==> config.mk <==
export PLATFORM = sky130hd
export DESIGN_NAME = pea_scheduler_flat
export DESIGN_NICKNAME = d
export VERILOG_FILES = /design/src/rtl/pea_scheduler_if.sv /design/src/rtl/pea_scheduler.sv /design/src/flat_wrapper.sv
export SDC_FILE = /design/constraint.sdc
export NUM_CORES = 1
export LEC_CHECK = 0
export BUFFER_PORTS_ARGS = -buffer_cell sky130_fd_sc_hd__clkbuf_2
export CORE_AREA = 2 2 67 69
export CTS_CLUSTER_SIZE = 14
export DETAILED_ROUTE_END_ITERATION = 8
export DIE_AREA = 0 0 69 71
export MAX_ROUTING_LAYER = met4
export PLACE_DENSITY = 0.77
export SLEW_MARGIN = 20
export SYNTH_ARGS = -nofsm -noshare
export SYNTH_HDL_FRONTEND = slang
export SYNTH_SLANG_ARGS = --single-unit
==> constraint.sdc <==
create_clock -name i_clk -period 2.7 [get_ports i_clk]
set_input_delay 0.54 -clock i_clk [delete_from_list [all_inputs] [get_ports i_clk]]
set_output_delay 0.54 -clock i_clk [all_outputs]
set_load 0.1 [all_outputs]
==> src/rtl/pea_scheduler_if.sv <==
// Handshake bundle between the PEA scheduler and its environment
// (enable module, invoke module, result/status output FIFOs).
interface pea_scheduler_if #(
  parameter int CNT_W = 5
);
  logic             start;
  logic             halt;
  logic             enable;
  logic             fc;
  logic [1:0]       actor_next_mode;
  logic [CNT_W-1:0] result_count;
  logic [CNT_W-1:0] status_count;
  logic [1:0]       next_mode;
  logic             invoke;
  logic             rd_en_result;
  logic             rd_en_status;
  logic             busy;
  logic             error;
  logic [15:0]      firing_count;

  // Scheduler side
  modport master (
    input  start, halt, enable, fc, actor_next_mode, result_count, status_count,
    output next_mode, invoke, rd_en_result, rd_en_status, busy, error, firing_count
  );

  // Environment side (actor, FIFOs, control)
  modport slave (
    output start, halt, enable, fc, actor_next_mode, result_count, status_count,
    input  next_mode, invoke, rd_en_result, rd_en_status, busy, error, firing_count
  );
endinterface

==> src/rtl/pea_scheduler.sv <==
// CFDF firing scheduler for the PEA actor: presents a mode, waits for the
// enable verdict, strobes invoke, waits for firing completion with a
// watchdog, follows the actor's requested next mode and pops one
// result/status pair after every OUTPUT firing.
module pea_scheduler #(
  parameter int FC_TIMEOUT = 1024,
  parameter int CNT_W      = 5
) (
  input  logic           i_clk,
  input  logic           i_rst,
  pea_scheduler_if.master sch
);

  typedef enum logic [2:0] {
    S_IDLE, S_CHECK, S_FIRE, S_WAIT_FC, S_DRAIN, S_ERROR
  } state_t;

  localparam logic [1:0] M_SETUP  = 2'b00;
  localparam logic [1:0] M_OUTPUT = 2'b10;
  localparam logic [1:0] M_BAD    = 2'b11;

  // Counter is cleared in FIRE and first seen as 0 in WAIT_FC; leaving on
  // this value puts ERROR exactly FC_TIMEOUT cycles after the FIRE cycle.
  localparam logic [15:0] TO_LAST = 16'(FC_TIMEOUT - 2);

  state_t      r_state;
  logic [1:0]  r_next_mode;
  logic        r_invoke;
  logic        r_rd_en_result;
  logic        r_rd_en_status;
  logic        r_busy;
  logic        r_error;
  logic [15:0] r_firing_count;
  logic [15:0] r_cnt;
  logic        r_halt_pending;

  logic w_result_nz;
  logic w_status_nz;
  logic w_halt_ok;

  assign w_result_nz = (sch.result_count != {CNT_W{1'b0}});
  assign w_status_nz = (sch.status_count != {CNT_W{1'b0}});
  assign w_halt_ok   = sch.halt && (r_state inside {S_CHECK, S_FIRE, S_WAIT_FC, S_DRAIN});

  // Scheduler FSM; every output is a register updated alongside the state.
  // next_mode is frozen for the whole firing, so at fc time it is the mode
  // that was fired and decides whether a DRAIN follows.
  always_ff @(posedge i_clk or posedge i_rst) begin
    if (i_rst) begin
      r_state        <= S_IDLE;
      r_next_mode    <= M_SETUP;
      r_invoke       <= 1'b0;
      r_rd_en_result <= 1'b0;
      r_rd_en_status <= 1'b0;
      r_busy         <= 1'b0;
      r_error        <= 1'b0;
      r_firing_count <= '0;
      r_cnt          <= '0;
      r_halt_pending <= 1'b0;
    end else begin
      r_invoke       <= 1'b0;
      r_rd_en_result <= 1'b0;
      r_rd_en_status <= 1'b0;
      if (w_halt_ok) r_halt_pending <= 1'b1;

      case (r_state)
        S_IDLE: begin
          if (sch.start) begin
            r_next_mode <= M_SETUP;
            r_busy      <= 1'b1;
            r_state     <= S_CHECK;
          end
        end
        S_CHECK: begin
          if (r_halt_pending) begin
            r_halt_pending <= 1'b0;
            r_busy         <= 1'b0;
            r_state        <= S_IDLE;
          end else if (sch.enable) begin
            r_invoke <= 1'b1;
            r_state  <= S_FIRE;
          end
        end
        S_FIRE: begin
          r_cnt   <= '0;
          r_state <= S_WAIT_FC;
        end
        S_WAIT_FC: begin
          if (sch.fc) begin
            r_firing_count <= r_firing_count + 16'd1;
            if (sch.actor_next_mode == M_BAD) begin
              r_halt_pending <= 1'b0;
              r_busy         <= 1'b0;
              r_error        <= 1'b1;
              r_state        <= S_ERROR;
            end else begin
              r_next_mode <= sch.actor_next_mode;
              if (r_next_mode == M_OUTPUT) begin
                // Pop only non-empty FIFOs; one pop each per OUTPUT firing
                r_rd_en_result <= w_result_nz;
                r_rd_en_status <= w_status_nz;
                r_state        <= S_DRAIN;
              end else begin
                r_state <= S_CHECK;
              end
            end
          end else if (r_cnt == TO_LAST) begin
            r_halt_pending <= 1'b0;
            r_busy         <= 1'b0;
            r_error        <= 1'b1;
            r_state        <= S_ERROR;
          end else begin
            r_cnt <= r_cnt + 16'd1;
          end
        end
        S_DRAIN: begin
          r_state <= S_CHECK;
        end
        S_ERROR: begin
          if (sch.start) begin
            r_next_mode <= M_SETUP;
            r_error     <= 1'b0;
            r_busy      <= 1'b1;
            r_state     <= S_CHECK;
          end
        end
        default: begin
          r_busy  <= 1'b0;
          r_state <= S_IDLE;
        end
      endcase
    end
  end

  assign sch.next_mode    = r_next_mode;
  assign sch.invoke       = r_invoke;
  assign sch.rd_en_result = r_rd_en_result;
  assign sch.rd_en_status = r_rd_en_status;
  assign sch.busy         = r_busy;
  assign sch.error        = r_error;
  assign sch.firing_count = r_firing_count;

endmodule

==> src/flat_wrapper.sv <==
// flat-port wrapper written by rule: the top's interface ports become plain ports
module pea_scheduler_flat 
#(
  parameter int FC_TIMEOUT = 1024,
  parameter int CNT_W      = 5
)
  (i_clk, i_rst, sch_start, sch_halt, sch_enable, sch_fc, sch_actor_next_mode, sch_result_count, sch_status_count, sch_next_mode, sch_invoke, sch_rd_en_result, sch_rd_en_status, sch_busy, sch_error, sch_firing_count);
  pea_scheduler_if #(.CNT_W(CNT_W)) sch_i ();
  input  logic i_clk;
  input  logic i_rst;
  input wire logic [$bits(sch_i.start)-1:0] sch_start;
  input wire logic [$bits(sch_i.halt)-1:0] sch_halt;
  input wire logic [$bits(sch_i.enable)-1:0] sch_enable;
  input wire logic [$bits(sch_i.fc)-1:0] sch_fc;
  input wire logic [$bits(sch_i.actor_next_mode)-1:0] sch_actor_next_mode;
  input wire logic [$bits(sch_i.result_count)-1:0] sch_result_count;
  input wire logic [$bits(sch_i.status_count)-1:0] sch_status_count;
  output wire logic [$bits(sch_i.next_mode)-1:0] sch_next_mode;
  output wire logic [$bits(sch_i.invoke)-1:0] sch_invoke;
  output wire logic [$bits(sch_i.rd_en_result)-1:0] sch_rd_en_result;
  output wire logic [$bits(sch_i.rd_en_status)-1:0] sch_rd_en_status;
  output wire logic [$bits(sch_i.busy)-1:0] sch_busy;
  output wire logic [$bits(sch_i.error)-1:0] sch_error;
  output wire logic [$bits(sch_i.firing_count)-1:0] sch_firing_count;
  assign sch_i.start = sch_start;
  assign sch_i.halt = sch_halt;
  assign sch_i.enable = sch_enable;
  assign sch_i.fc = sch_fc;
  assign sch_i.actor_next_mode = sch_actor_next_mode;
  assign sch_i.result_count = sch_result_count;
  assign sch_i.status_count = sch_status_count;
  assign sch_next_mode = sch_i.next_mode;
  assign sch_invoke = sch_i.invoke;
  assign sch_rd_en_result = sch_i.rd_en_result;
  assign sch_rd_en_status = sch_i.rd_en_status;
  assign sch_busy = sch_i.busy;
  assign sch_error = sch_i.error;
  assign sch_firing_count = sch_i.firing_count;
  pea_scheduler #(.FC_TIMEOUT(FC_TIMEOUT), .CNT_W(CNT_W)) u_core (.i_clk(i_clk), .i_rst(i_rst), .sch(sch_i));
endmodule
==> impl_metrics.tcl <==
set metrics [dict create \
    synth_edf_count 0 \
    dieWidth_um 69 \
    crit_fanout 7 \
    fmax_mhz 434.9 \
    slowest_stage "or4b_4" \
    die_area_um2 4899 \
    dr_wl_met3_um 155 \
    fillers 384 \
    hold_violations 0 \
    dp_cells 321 \
    critPathArrivalTime_ns 2.47 \
    synth_fp_nets 253 \
    startpoint "u_core.r_cnt[0]" \
    grt_first_pass_wirelength_um 7762 \
    setup_ws_ns 0.4007 \
    post-place-ws_ns 0.4023 \
    drt-met1-wl_um 2060 \
    tightest_slew_ns 0.5914 \
    clk_path_buf_depth 2 \
    slew_headroom_pct 60.21 \
    dieHeight_um 71 \
    ys_seq_area_share_pct 48.62 \
    cts_tree "yes" \
    outcome "complete, no violations" \
    setup_viol 0 \
    cp-end-kind "register" \
    ios 41 \
    antenna_cells 0 \
    period_needed_ns 2.299 \
    r2r_start "u_core.r_cnt[0]" \
    grt_setup_unrepaired "false" \
    drv_slew 0 \
    met2_wirelength_um 2153 \
    syn-mean-instance-area_um2 9.540 \
    drc 0 \
    critPathLaunchType "register" \
    cts_htree_levels 2 \
    ys.warnings.count 0 \
    hpwl_um 3316 \
    grt_start_max_net_pins 44 \
    postCtsSetupBuffers 0 \
    syn-cell-area_um2 2213 \
    syn_inst 232 \
    peakVddDrop_mv 0.7220 \
    postRouteAntennaNets 0 \
    holdWs_ns 0.3618 \
    fin_cells 328 \
    synth_top_cell_area_share_pct 48.62 \
    finalNetCount 297 \
    required_ns 2.88 \
    cts_buffers 5 \
    wl_per_cell_um 13.52 \
    port_buffers 40 \
    fin_skew_ns 0.005048 \
    antenna_found_initial 0 \
    detail_route.vias_per_cell 5.512 \
    grt_usage_pct 19.96 \
    async_flop_share_pct 100.0 \
    period_share_pct 85.16 \
    leakage_nw 1.169 \
    num_rows 24 \
    power.density_nw_per_um2 934.6 \
    worstSkewPairLatency_ns 0.29 \
    first_global_vias 1767 \
    synth.distinct_cells 42 \
    drt-total-wl_um 4435 \
    synth_area_leader_cell "dfrtp_1" \
    hp-class "in -> async" \
    globalplace.congestion 0.8672 \
    floorplan.initialDensity_pct 52.65 \
    drive_above_1_share_pct 21.01 \
    path_clk_slew_ns 0.08 \
    drtIter0Drc 93 \
    ys_ff_latch 43 \
    core_region_area_um2 4204 \
    drv_cap 0 \
    dr.pass1.iters 5 \
    tns_ns 0 \
    crit_type "reg -> reg" \
    overflow 0 \
    dr_total_vias 1808 \
    cts_resized 0 \
    clock-sinks 43 \
    postCtsHoldBufs 0 \
    synth.area.top_cells "dfrtp_1, xnor2_1, nand2_1" \
    path_cells "inv_1 -> ha_1 -> or4b_4 -> nor4_4 -> a21oi_1 -> nor2_2 -> mux2_2" \
    final_cell_mix "dfrtp_1, clkbuf_2, nand2_1" \
    cts_root_buf "clkbuf_8" \
    area_growth_pct 16.17 \
    multiInputGateArea_um2 1094 \
    final_common_cell "dfrtp_1" \
    top_layer "met4" \
    critPathMaxStageDelay_ns 0.47 \
    synthFlopType "dfrtp_1" \
    ff_latch_area_um2 1076 \
]
state kept, by name, summed over array words and instances, names as in the netlist:
register,flops
u_core.r_halt_pending,1
u_core.r_state,3
u_core.sch.rd_en_result,1
u_core.r_cnt,16
u_core.sch.rd_en_status,1
u_core.sch.next_mode,2
u_core.sch.invoke,1
u_core.sch.firing_count,16
u_core.sch.error,1
u_core.sch.busy,1
critical path: cells and delay by family (launching register included):
family | cells | cell delay (ns)
and+or+nand+nor | 3 | 0.95
DFF | 1 | 0.44
muxes | 1 | 0.34
AOI/OAI and AO/OA | 1 | 0.24
adders and majority gates | 1 | 0.14
buffers and inverters | 1 | 0.08
worst paths after layout:
| kind | end | slack, ns | depth (start not counted) |
|---|---|---|---|
| setup / recovery | u_core.r_state[2] | 0.40 | 7 |
| hold / removal | u_core.sch.firing_count[6] | 0.36 | 3 |
| setup reg to reg | u_core.r_state[2] | 0.40 | 7 |
| hold reg to reg | u_core.sch.firing_count[15] | 0.48 | 1 |
| max in group asynchronous | u_core.sch.next_mode[0] | 1.96 | 3 |
| min in group i_clk | u_core.sch.firing_count[15] | 0.48 | 1 |
cell type report:
cell class / count / share of cell area (%)
clock inverter: 1 / 1.168
clock buffer: 6 / 2.822
inverter: 5 / 0.7299
multi-input combinational: 179 / 42.53
timing repair buffer: 42 / 8.370
sequential: 43 / 41.85
tap: 52 / 2.530
cell usage after synthesis, types with 3 or more instances:
cell type,n
dfrtp_1,43
nand2_1,26
nor2_1,23
a21oi_1,16
xnor2_1,16
nand3_1,14
o21ai_0,12
nor3_1,10
xor2_1,6
inv_1,5
or3_1,5
nand2b_1,4
nand4_1,4
o31ai_1,4
ha_1,3
mux2_2,3
nor2b_1,3
or4_1,3
metal layers:
metal	GRT usage, %	vias to the layer above
met1	24.93	858
li1	-	904
met4	6.536	0
met2	33.12	39
met5	-	-
met3	3.561	7
kinds of logic (layout without fill, tap and decap cells):
kind of cell / count (synthesis) / in the layout / synth area share, %
DFF: 43 / 43 / 48.61
adders and majority gates: 3 / 3 / 1.696
xor gates and xnor gates: 22 / 22 / 8.705
muxes: 5 / 5 / 2.431
buffers and inverters: 10 / 54 / 1.979
AOI/OAI and AO/OA: 41 / 41 / 11.02
and+or+nand+nor: 108 / 108 / 25.55
per-stage QoR:
step / total power, mW / area, µm² / util (%)
global route: 2.550 / 2571 / 61.16
global placement: 1.926 / 2469 / 58.72
CTS: 2.418 / 2571 / 61.16
detailed placement: 1.944 / 2469 / 58.72
floorplan: 1.752 / 2213 / -
finish: 2.403 / 2571 / 61.16
power breakdown:
group	switching [mW]	leakage [nW]	internal [mW]	total, mW
clock	0.204	0.0513	0.271	0.475
sequential	0.165	0.581	0.746	0.912
combinational	0.736	0.537	0.281	1.02
total	1.10	1.17	1.30	2.40
No activity file was read; power rests on OpenSTA's default activity.
